### config.mk
export PLATFORM = sky130hd
export DESIGN_NAME = jtag_er1_mailbox_flat
export DESIGN_NICKNAME = d
export VERILOG_FILES = /design/src/rtl/jtag_er1_mailbox_pkg.sv /design/src/rtl/jtag_er1_mailbox_if.sv /design/src/rtl/jtag_er1_mailbox_shreg.sv /design/src/rtl/jtag_er1_mailbox.sv /design/src/flat_wrapper.sv
export SDC_FILE = /design/constraint.sdc
export NUM_CORES = 1
export LEC_CHECK = 0
export ABC_AREA = 1
export CORE_MARGIN = 2
export CORE_UTILIZATION = 45
export CTS_BUF_LIST = sky130_fd_sc_hd__clkbuf_8
export DETAILED_ROUTE_END_ITERATION = 10
export GPL_TIMING_DRIVEN = 0
export MAX_ROUTING_LAYER = met4
export PLACE_DENSITY = 0.8
export SLEW_MARGIN = 20
export SYNTH_ARGS = -nofsm -noshare
export SYNTH_HDL_FRONTEND = slang
export SYNTH_SLANG_ARGS = --single-unit
export TNS_END_PERCENT = 10
### constraint.sdc
create_clock -name jtck -period 2.2 [get_ports jtck]
set_input_delay 0.33 -clock jtck [delete_from_list [all_inputs] [get_ports jtck]]
set_output_delay 0.33 -clock jtck [all_outputs]
set_load 0.01 [all_outputs]
### src/rtl/jtag_er1_mailbox_pkg.sv
// Shared definitions for the JTAG ER1 mailbox: frame sizing, status flag offsets, scan FSM states.
package jtag_er1_pkg;

    localparam int unsigned FLAG_RSP  = 0;
    localparam int unsigned FLAG_PEND = 1;
    localparam int unsigned FLAG_OVF  = 2;
    localparam int unsigned FLAG_LEN  = 3;

    typedef enum logic [1:0] {
        IDLE  = 2'd0,
        CAPT  = 2'd1,
        SHIFT = 2'd2
    } state_t;

    // Frame is {write, addr, data}
    function automatic int unsigned frame_width(input int unsigned addr_w, input int unsigned data_w);
        return 1 + addr_w + data_w;
    endfunction

endpackage

### src/rtl/jtag_er1_mailbox_if.sv
// Command/response bus between the ER1 mailbox and fabric logic.
interface jtag_er1_mailbox_if #(
    parameter int unsigned ADDR_W = 7,
    parameter int unsigned DATA_W = 24
);
    logic              cmd_valid;
    logic              cmd_ready;
    logic              cmd_write;
    logic [ADDR_W-1:0] cmd_addr;
    logic [DATA_W-1:0] cmd_data;
    logic              rsp_valid;
    logic [DATA_W-1:0] rsp_data;

    modport master (
        output cmd_valid, cmd_write, cmd_addr, cmd_data,
        input  cmd_ready, rsp_valid, rsp_data
    );

    modport slave (
        input  cmd_valid, cmd_write, cmd_addr, cmd_data,
        output cmd_ready, rsp_valid, rsp_data
    );
endinterface

### src/rtl/jtag_er1_mailbox_shreg.sv
// ER1 data shift register (LSB first) with a saturating shifted-bit counter.
module jtag_er1_shreg #(
    parameter int unsigned FRAME_W = 32,
    parameter int unsigned CNT_W   = $clog2(FRAME_W + 2)
) (
    input  logic               clk,
    input  logic               rst_n,
    input  logic               capture,
    input  logic [FRAME_W-1:0] load,
    input  logic               shift_en,
    input  logic               tdi,
    output logic [FRAME_W-1:0] sr,
    output logic [CNT_W-1:0]   count
);

    // Saturating one past a full frame so over-long scans read as a length error
    localparam logic [CNT_W-1:0] CNT_MAX = CNT_W'(FRAME_W + 1);

    always_ff @(posedge clk or negedge rst_n) begin
        if (!rst_n) begin
            sr    <= '0;
            count <= '0;
        end else if (capture) begin
            sr    <= load;
            count <= '0;
        end else if (shift_en) begin
            sr <= {tdi, sr[FRAME_W-1:1]};
            if (count != CNT_MAX) begin
                count <= count + CNT_W'(1);
            end
        end
    end

endmodule

### src/rtl/jtag_er1_mailbox.sv
// JTAGG ER1 command/response mailbox, entirely in the JTCK domain.
module jtag_er1_mailbox
    import jtag_er1_pkg::*;
#(
    parameter int unsigned ADDR_W = 7,
    parameter int unsigned DATA_W = 24
) (
    input  logic                 jtck,
    input  logic                 jrstn,
    input  logic                 jtdi,
    input  logic                 jshift,
    input  logic                 jupdate,
    input  logic                 jce1,
    output logic                 jtdo1,
    jtag_er1_mailbox_if.master   bus
);

    localparam int unsigned FRAME_W = frame_width(ADDR_W, DATA_W);
    localparam int unsigned CNT_W   = $clog2(FRAME_W + 2);
    localparam logic [CNT_W-1:0] CNT_FULL = CNT_W'(FRAME_W);

    state_t              state_q, state_d;
    logic [FRAME_W-1:0]  sr;
    logic [FRAME_W-1:0]  cap_word;
    logic [CNT_W-1:0]    count;

    logic                cmd_valid_q;
    logic                cmd_write_q;
    logic [ADDR_W-1:0]   cmd_addr_q;
    logic [DATA_W-1:0]   cmd_data_q;
    logic [DATA_W-1:0]   rsp_hold_q;
    logic                rsp_flag_q;
    logic                overflow_q;
    logic                len_err_q;

    logic capture_c, shift_c, accept_c, update_c;
    logic load_c, ovf_set_c, len_set_c;

    assign capture_c = jce1 & ~jshift;
    assign shift_c   = jce1 & jshift;
    assign accept_c  = cmd_valid_q & bus.cmd_ready;

    // Status word presented to the host at capture
    always_comb begin
        cap_word                      = '0;
        cap_word[DATA_W-1:0]          = rsp_hold_q;
        cap_word[DATA_W + FLAG_RSP]   = rsp_flag_q;
        cap_word[DATA_W + FLAG_PEND]  = cmd_valid_q;
        cap_word[DATA_W + FLAG_OVF]   = overflow_q;
        cap_word[DATA_W + FLAG_LEN]   = len_err_q;
    end

    jtag_er1_shreg #(
        .FRAME_W (FRAME_W),
        .CNT_W   (CNT_W)
    ) u_shreg (
        .clk      (jtck),
        .rst_n    (jrstn),
        .capture  (capture_c),
        .load     (cap_word),
        .shift_en (shift_c),
        .tdi      (jtdi),
        .sr       (sr),
        .count    (count)
    );

    assign jtdo1 = sr[0];

    always_ff @(posedge jtck or negedge jrstn) begin
        if (!jrstn) begin
            state_q <= IDLE;
        end else begin
            state_q <= state_d;
        end
    end

    // Scan FSM and update decode; an accept in the same cycle frees the slot first
    always_comb begin
        state_d   = state_q;
        update_c  = 1'b0;
        load_c    = 1'b0;
        ovf_set_c = 1'b0;
        len_set_c = 1'b0;
        if (capture_c) begin
            state_d = CAPT;
        end else begin
            case (state_q)
                IDLE: state_d = IDLE;
                CAPT: begin
                    if (jupdate) begin
                        state_d  = IDLE;
                        update_c = 1'b1;
                    end else if (shift_c) begin
                        state_d = SHIFT;
                    end
                end
                SHIFT: begin
                    if (jupdate) begin
                        state_d  = IDLE;
                        update_c = 1'b1;
                    end
                end
                default: state_d = IDLE;
            endcase
        end
        if (update_c) begin
            if (count == CNT_FULL) begin
                if (cmd_valid_q && !accept_c) begin
                    ovf_set_c = 1'b1;
                end else begin
                    load_c = 1'b1;
                end
            end else if (count != '0) begin
                len_set_c = 1'b1;
            end
        end
    end

    always_ff @(posedge jtck or negedge jrstn) begin
        if (!jrstn) begin
            cmd_valid_q <= 1'b0;
            cmd_write_q <= 1'b0;
            cmd_addr_q  <= '0;
            cmd_data_q  <= '0;
        end else if (load_c) begin
            cmd_valid_q <= 1'b1;
            cmd_write_q <= sr[FRAME_W-1];
            cmd_addr_q  <= sr[FRAME_W-2:DATA_W];
            cmd_data_q  <= sr[DATA_W-1:0];
        end else if (accept_c) begin
            cmd_valid_q <= 1'b0;
        end
    end

    // Sticky flags are read-cleared by capture; a same-cycle response still sets rsp_flag
    always_ff @(posedge jtck or negedge jrstn) begin
        if (!jrstn) begin
            rsp_hold_q <= '0;
            rsp_flag_q <= 1'b0;
            overflow_q <= 1'b0;
            len_err_q  <= 1'b0;
        end else begin
            if (bus.rsp_valid) begin
                rsp_hold_q <= bus.rsp_data;
                rsp_flag_q <= 1'b1;
            end else if (capture_c) begin
                rsp_flag_q <= 1'b0;
            end
            if (capture_c) begin
                overflow_q <= 1'b0;
                len_err_q  <= 1'b0;
            end else begin
                if (ovf_set_c) overflow_q <= 1'b1;
                if (len_set_c) len_err_q  <= 1'b1;
            end
        end
    end

    assign bus.cmd_valid = cmd_valid_q;
    assign bus.cmd_write = cmd_write_q;
    assign bus.cmd_addr  = cmd_addr_q;
    assign bus.cmd_data  = cmd_data_q;

endmodule

### src/flat_wrapper.sv
// flat-port wrapper written by rule: the top's interface ports become plain ports
module jtag_er1_mailbox_flat import jtag_er1_pkg::*;
#(
    parameter int unsigned ADDR_W = 7,
    parameter int unsigned DATA_W = 24
)
  (jtck, jrstn, jtdi, jshift, jupdate, jce1, jtdo1, bus_cmd_valid, bus_cmd_write, bus_cmd_addr, bus_cmd_data, bus_cmd_ready, bus_rsp_valid, bus_rsp_data);
  jtag_er1_mailbox_if #(.ADDR_W(ADDR_W), .DATA_W(DATA_W)) bus_i ();
  input  logic jtck;
  input  logic jrstn;
  input  logic jtdi;
  input  logic jshift;
  input  logic jupdate;
  input  logic jce1;
  output logic jtdo1;
  output wire logic [$bits(bus_i.cmd_valid)-1:0] bus_cmd_valid;
  output wire logic [$bits(bus_i.cmd_write)-1:0] bus_cmd_write;
  output wire logic [$bits(bus_i.cmd_addr)-1:0] bus_cmd_addr;
  output wire logic [$bits(bus_i.cmd_data)-1:0] bus_cmd_data;
  input wire logic [$bits(bus_i.cmd_ready)-1:0] bus_cmd_ready;
  input wire logic [$bits(bus_i.rsp_valid)-1:0] bus_rsp_valid;
  input wire logic [$bits(bus_i.rsp_data)-1:0] bus_rsp_data;
  assign bus_cmd_valid = bus_i.cmd_valid;
  assign bus_cmd_write = bus_i.cmd_write;
  assign bus_cmd_addr = bus_i.cmd_addr;
  assign bus_cmd_data = bus_i.cmd_data;
  assign bus_i.cmd_ready = bus_cmd_ready;
  assign bus_i.rsp_valid = bus_rsp_valid;
  assign bus_i.rsp_data = bus_rsp_data;
  jtag_er1_mailbox #(.ADDR_W(ADDR_W), .DATA_W(DATA_W)) u_core (.jtck(jtck), .jrstn(jrstn), .jtdi(jtdi), .jshift(jshift), .jupdate(jupdate), .jce1(jce1), .jtdo1(jtdo1), .bus(bus_i));
endmodule
== Yosys cells after proc, flatten, opt, wreduce, memory -nomap -nowiden ==
Index checks and enable logic that the tools add are counted.
Widths: inputs -> output; s select.

* Register bits: 100
* Word-level logic and storage cells: 64

* Add/sub/neg operators: 1
* Eq/ne operators: 6
* Multiplexer cells: 30
* Bitwise operators: 4
* Reduce and logical (&&, ||, !) cells: 12

{| class="wikitable"
|+ Operators with widths
! cell !! number
|-
| $mux 32 || 2
|-
| $mux 1 || 20
|-
| $mux 6 || 3
|-
| $reduce_bool 2->1 || 6
|-
| $mux 2 || 4
|-
| $add 6x1->6 const B || 1
|-
| $eq 6x6->1 const B || 1
|-
| $ne 6x6->1 const B || 1
|-
| $reduce_bool 6->1 || 1
|-
| $ne 4x2->1 const B || 1
|-
| $pmux 2 s2 || 1
|-
| $reduce_and 2->1 || 2
|-
| $and 1x1->1 || 3
|-
| $ne 3x2->1 const B || 1
|-
| $eq 2x1->1 const B || 1
|-
| $eq 2x2->1 const B || 1
|-
| $reduce_or 2->1 || 1
|-
| $logic_and 1x1->1 || 1
|-
| $logic_not 1->1 || 1
|-
| $not 1->1 || 1
|}

== Longest topological paths before layout ==
* Word-level depth: 8
* Mapped depth: 9

== Modules after synthesis ==
From an unflattened synthesis, not the netlist that was laid out.

* Cell total of the unflattened synthesis: 475
* Area total of the unflattened synthesis: 4451.8 µm²

{| class="wikitable"
|+ By module, submodules not included
! module !! times used !! cells an instance !! area each (µm²)
|-
| jtag_er1_mailbox || 1 || 285 || 2558.7
|-
| jtag_er1_shreg || 1 || 190 || 1893.1
|}

== Least setup slack after synthesis ==
Ideal clock, no wire load.

* Kind: register to register
* Start point: reg u_core.state_q[0]
* End point: reg u_core.cmd_addr_q[0] (netlist: u_core.bus.cmd_addr[0])
* Setup time: 0.117 ns
* Data arrival time: 1.305 ns
* Data required time: 2.083 ns
* Slack: 0.778 ns
* Cell stages (with the launch flop): 10
* Path buffers: 1
* Cells stage by stage: dfrtp_1 > inv_1 > ha_1 > inv_1 > nand3_1 > nor2_4 > nand2_4 > buf_6 > nand2_1 > nand2_1

* Cells in the longest elaborated chain, start to end: 5
* Elaborated cells on any way between the ends: 6
* Those cells by class: 2 x eq/ne; 3 x mux; 1 x reduce/logical

{| class="wikitable"
|+ Ends and longest elaborated chain
! item !! line !! RTL
|-
| from (decl) || jtag_er1_mailbox.sv:22 || <nowiki>state_t state_q, state_d;</nowiki>
|-
| from (signal assigned) || jtag_er1_mailbox.sv:73 || <nowiki>state_q <= state_d;</nowiki>
|-
| $eq 2x1->1 / $eq 2x2->1 (equally long branches) || jtag_er1_mailbox.sv:87 || <nowiki>case (state_q)</nowiki>
|-
| $reduce_or 2->1 (no source line) * || -- ||
|-
| $mux 1 * || -- ||
|-
| $mux 1 * || jtag_er1_mailbox.sv:84 || <nowiki>if (capture_c) begin</nowiki>
|-
| $mux 1 * || jtag_er1_mailbox.sv:106 || <nowiki>if (update_c) begin</nowiki>
|-
| to (signal assigned) || jtag_er1_mailbox.sv:128 || <nowiki>cmd_addr_q <= sr[FRAME_W-2:DATA_W];</nowiki>
|-
| to (decl) || jtag_er1_mailbox.sv:29 || <nowiki>logic [ADDR_W-1:0] cmd_addr_q;</nowiki>
|}

Every way passes the cells marked *; elsewhere a longest branch is shown, timed or not.
A chain may end at the register's enable or synchronous reset.

== Final worst setup path ==
* Start point: reg u_core.state_q[0]
* End point: reg u_core.cmd_data_q[20] (netlist: u_core.bus.cmd_data[20])

* Cells in the longest elaborated chain, start to end: 5
* Elaborated cells on any way between the ends: 6
* Those cells by class: 2 x eq/ne; 3 x mux; 1 x reduce/logical

{| class="wikitable"
|+ Ends and longest elaborated chain
! item !! line !! RTL
|-
| $eq 2x1->1 / $eq 2x2->1 (equally long branches) || jtag_er1_mailbox.sv:87 ||
|-
| $reduce_or 2->1 (no source line) * || -- ||
|-
| $mux 1 * || -- ||
|-
| $mux 1 * || jtag_er1_mailbox.sv:84 ||
|-
| $mux 1 * || jtag_er1_mailbox.sv:106 ||
|-
| to (signal assigned) || jtag_er1_mailbox.sv:129 || <nowiki>cmd_data_q <= sr[DATA_W-1:0];</nowiki>
|-
| to (decl) || jtag_er1_mailbox.sv:30 || <nowiki>logic [DATA_W-1:0] cmd_data_q;</nowiki>
|}

Marks and branches as above.

==> flow_metrics.py <==
metrics = {
    "clocking": {
        "cts-root-buf": "clkbuf_8",
        "numCtsBuffers": 9,
        "post_cts_resize_count": 0,
        "worst_skew_pair.late_latency_ns": 0.37,
        "ctsLongestPathBuffers": 2,
        "ctsHtreeMaxLevel": 3,
        "cts_tree": "built",
        "clock_input_transition_at_the_sequential_cells_of_the_worst_setup_and_hold_paths_ns": 0.09,
        "numClockSinks": 100,
        "post_cts_setup_repair_buffer_count": 0,
    },
    "sta": {
        "fin_crit_ns": 1.67,
        "slew_headroom_pct": 70.5,
        "final-hold-violation-count": 0,
        "worstMarginPinSlew_ns": 0.442,
        "setup_tns_ns": 0,
        "fin_crit_sh_pct": 75.8,
        "rsz0062_at_grt": "no",
        "final_max_slew_viol_count": 0,
        "timing.final.setup_violations": 0,
        "maxClockFrequency_mhz": 600,
        "finClkSkew_ns": 0.0131,
    },
    "synth": {
        "postSynth.asyncResetShare_pct": 100,
        "seq_area_frac_synth_pct": 59.1,
        "synth_area_um2": 4230,
        "avgSynthCellArea_um2": 8.69,
        "postSynthRegisterBits": 100,
        "ys.flop_type": "dfrtp_1",
        "synthDominantCellAreaShare_pct": 59.1,
        "syn-num-nets": 524,
        "synth_area_leader_cell": "dfrtp_1",
        "postSynthCellCount": 487,
        "ys.warnings.count": 0,
        "synth_edf_count": 0,
        "yosys.cell_types.count": 24,
        "post_synth_main_area_contributors": "dfrtp_1, nand2_1, nand3_1",
    },
    "pwr": {
        "cellLeakagePower_nw": 2.68,
        "switchingPower_mw": 0.969,
        "totalPowerFinal_mw": 3.74,
        "irDropWorstVdd_mv": 0.388,
        "seq_power_share_pct": 55.4,
        "cell_internal_pwr_mw": 2.77,
        "power.density_nw_per_um2": 709,
        "power.switching_fraction_pct": 25.9,
        "power.share.combinational_pct": 10.0,
        "clock_power_share_pct": 34.6,
    },
    "hold_path": {
        "min_path_type": "in2reg",
        "worstHoldStart": "bus_rsp_valid",
    },
    "worst_setup_path": {
        "category_of_the_worst_setup_path_capture_point": "register",
        "cpMaxStageDelayCell": "dfrtp_1",
        "critical_path.startpoint": "u_core.state_q[0]",
        "regToRegStartpoint": "u_core.state_q[0]",
        "endpoint": "u_core.bus.cmd_data[20]",
        "cpPeakStageDelay_ns": 0.38,
        "regToRegEndpoint": "u_core.bus.cmd_data[20]",
        "worst-endpoint-required_ns": 2.45,
        "timing.critical_path.fanout_max": 10,
        "critPathKind": "reg2reg",
        "timing.reg2reg.worst_path_depth": 9,
        "crit_chain": "inv_1 > ha_1 > inv_1 > nand3_1 > nor2_4 > nand2_4 > buf_6 > nand2_1 > nand2_1",
        "worst-endpoint-arrival_ns": 1.92,
        "reg2reg_slack_ns": 0.53,
        "setup.worst_path.start_class": "register",
    },
    "placed_design": {
        "dp_hpwl_um": 6800,
        "post-place-cells": 663,
        "place.gp.congestion": 0.881,
        "buffer_ports.inserted": 64,
    },
    "global_routing": {
        "grt.total_usage_pct": 20.0,
        "grt-ovfl-total": 0,
        "initial_antenna_violation_count": 0,
        "grt_pass1_wl_um": 15500,
        "pin_count_of_the_biggest_net_entering_global_routing": 63,
        "first_global_vias": 3206,
    },
    "drt": {
        "wire_length_per_cell_after_detailed_routing_um": 13.5,
        "viasPerCell": 5.00,
        "initialDrtViolationCount": 241,
        "firstDrtPassIters": 5,
        "detail_route.drc_violations": 0,
        "via_count": 3399,
        "routed_wirelength_um": 9190,
        "route.antenna.remaining_nets": 0,
    },
    "cells_and_area": {
        "final_net_count": 601,
        "final_core_utilization_pct": 57.3,
        "layoutNonFillerInstCount": 680,
        "drive_gt1_share_pct": 7.03,
        "syn2layout_area_growth_pct": 24.6,
        "num_antenna_cells": 0,
    },
    "floorplanning": {
        "pin_count": 66,
        "die_height_um": 101,
        "initial_utilization_pct": 46.0,
        "std_cell_rows": 35,
        "floorplan.die_area_um2": 10200,
        "die_width_um": 101,
        "core-area_um2": 9200,
    },
    "outcome": {
        "status": "complete, no violations",
    },
    "job": {
        "max-cap-violations": 0,
    },
}
## routing by layer
metal / GRT usage [%] / wire, um
met1: 27.8 / 4340
met2: 29.5 / 4170
met3: 3.12 / 429
met4: 8.42 / 253
met5: - / 0
## logic make-up (layout without fill, tap and decap cells)
group / after synthesis / after routing / synth area share (%)
AO/OA/AOI/OAI: 28 / 28 / 4.14
adder cells (fa/ha/maj): 5 / 5 / 1.48
buffers and inverters: 52 / 134 / 5.82
flip-flops: 100 / 100 / 59.1
AND/OR/NAND/NOR: 302 / 302 / 29.4
## placed cells by master, fill, tap and decap left out
cell type,n
ha_1,5
buf_2,5
o22ai_1,3
clkbuf_8,9
buf_16,1
nand3b_1,2
buf_6,4
clkinvlp_4,1
nand2_1,232
clkinv_4,1
nand3_2,1
o21ai_0,8
o21ai_1,5
nand3_1,56
o211ai_1,8
inv_2,3
inv_1,27
nor2_2,1
dlygate4sd3_1,1
clkinv_1,1
o221ai_1,3
nand2_4,1
bufinv_16,2
buf_4,6
clkbuf_1,8
clkdlybuf4s50_1,63
nand2_2,1
nor2_4,2
nor2_1,6
dfrtp_1,100
inv_6,2
a21oi_1,1
## synth_stat cells (5+ instances only)
cell      count
dfrtp_1     100
o211ai_1      8
nand3_1      56
clkbuf_1      8
nor2_1        6
nand2_1     232
inv_1        26
buf_4         6
buf_2         5
o21ai_0       8
o21ai_1       5
ha_1          5
## worst min path at each step
stage / endpoint / depth (start not counted)
finish: u_core.rsp_hold_q[0] / 3
global route: u_core.rsp_hold_q[2] / 3
CTS: u_core.rsp_hold_q[0] / 3
detailed placement: u_core.rsp_hold_q[2] / 1
global placement: u_core.bus.cmd_data[8] / 2
floorplan: u_core.bus.cmd_addr[0] / 0
## flip-flops by register name, summed over array words and instances, names as in the netlist
signal                cells
u_core.overflow_q         1
u_core.bus.cmd_addr       7
u_core.bus.cmd_data      24
u_core.u_shreg.count      6
u_core.len_err_q          1
u_core.u_shreg.sr        32
u_core.bus.cmd_valid      1
u_core.state_q            2
u_core.rsp_hold_q        24
u_core.rsp_flag_q         1
u_core.bus.cmd_write      1
## what timing repair did
| item | 4_1_cts | 5_1_grt |
|---|---|---|
| setup endpoints to repair | 0 | 0 |
| hold buffers | 1 | 0 |
| endpoints found under the hold margin | 38 | 0 |
## layout make-up
type                       instances  area (um^2)
fill                             793         3930
clock inverter                     7         97.6
timing repair buffer              66          679
sequential                       100         2500
buffer                            22          134
clock buffer                       9          124
multi-input combinational        335         1480
tap                              111          139
inverter                          30          113
## critical path: cells and delay by family, from the launching register on
kind | cells | cell delay (ns)
flip-flops | 1 | 0.38
adder cells (fa/ha/maj) | 1 | 0.28
buffers and inverters | 3 | 0.28
AND/OR/NAND/NOR | 5 | 0.62
## metrics by stage
stage	hold slack [ns]	setup slack, ns	cell area (um^2)
final	0.312	0.533	5270
after global routing	0.348	0.459	5270
after CTS	0.311	0.532	5270
after detailed placement	0.263	0.277	5040
after global placement	0.454	-2.72	5010
after floorplan	0.0344	0.778	4230
## power by group through the flow
stage          clock [mW]  sequential, mW  combinational, mW
2_1_floorplan           0            2.07              0.215
3_3_place_gp            0            2.10              0.352
3_5_place_dp            0            2.11              0.374
4_1_cts              1.31            2.07              0.378
5_1_grt              1.39            2.09              0.426
6_report             1.30            2.07              0.373
Note: power is estimated with default switching activity, not from simulation.
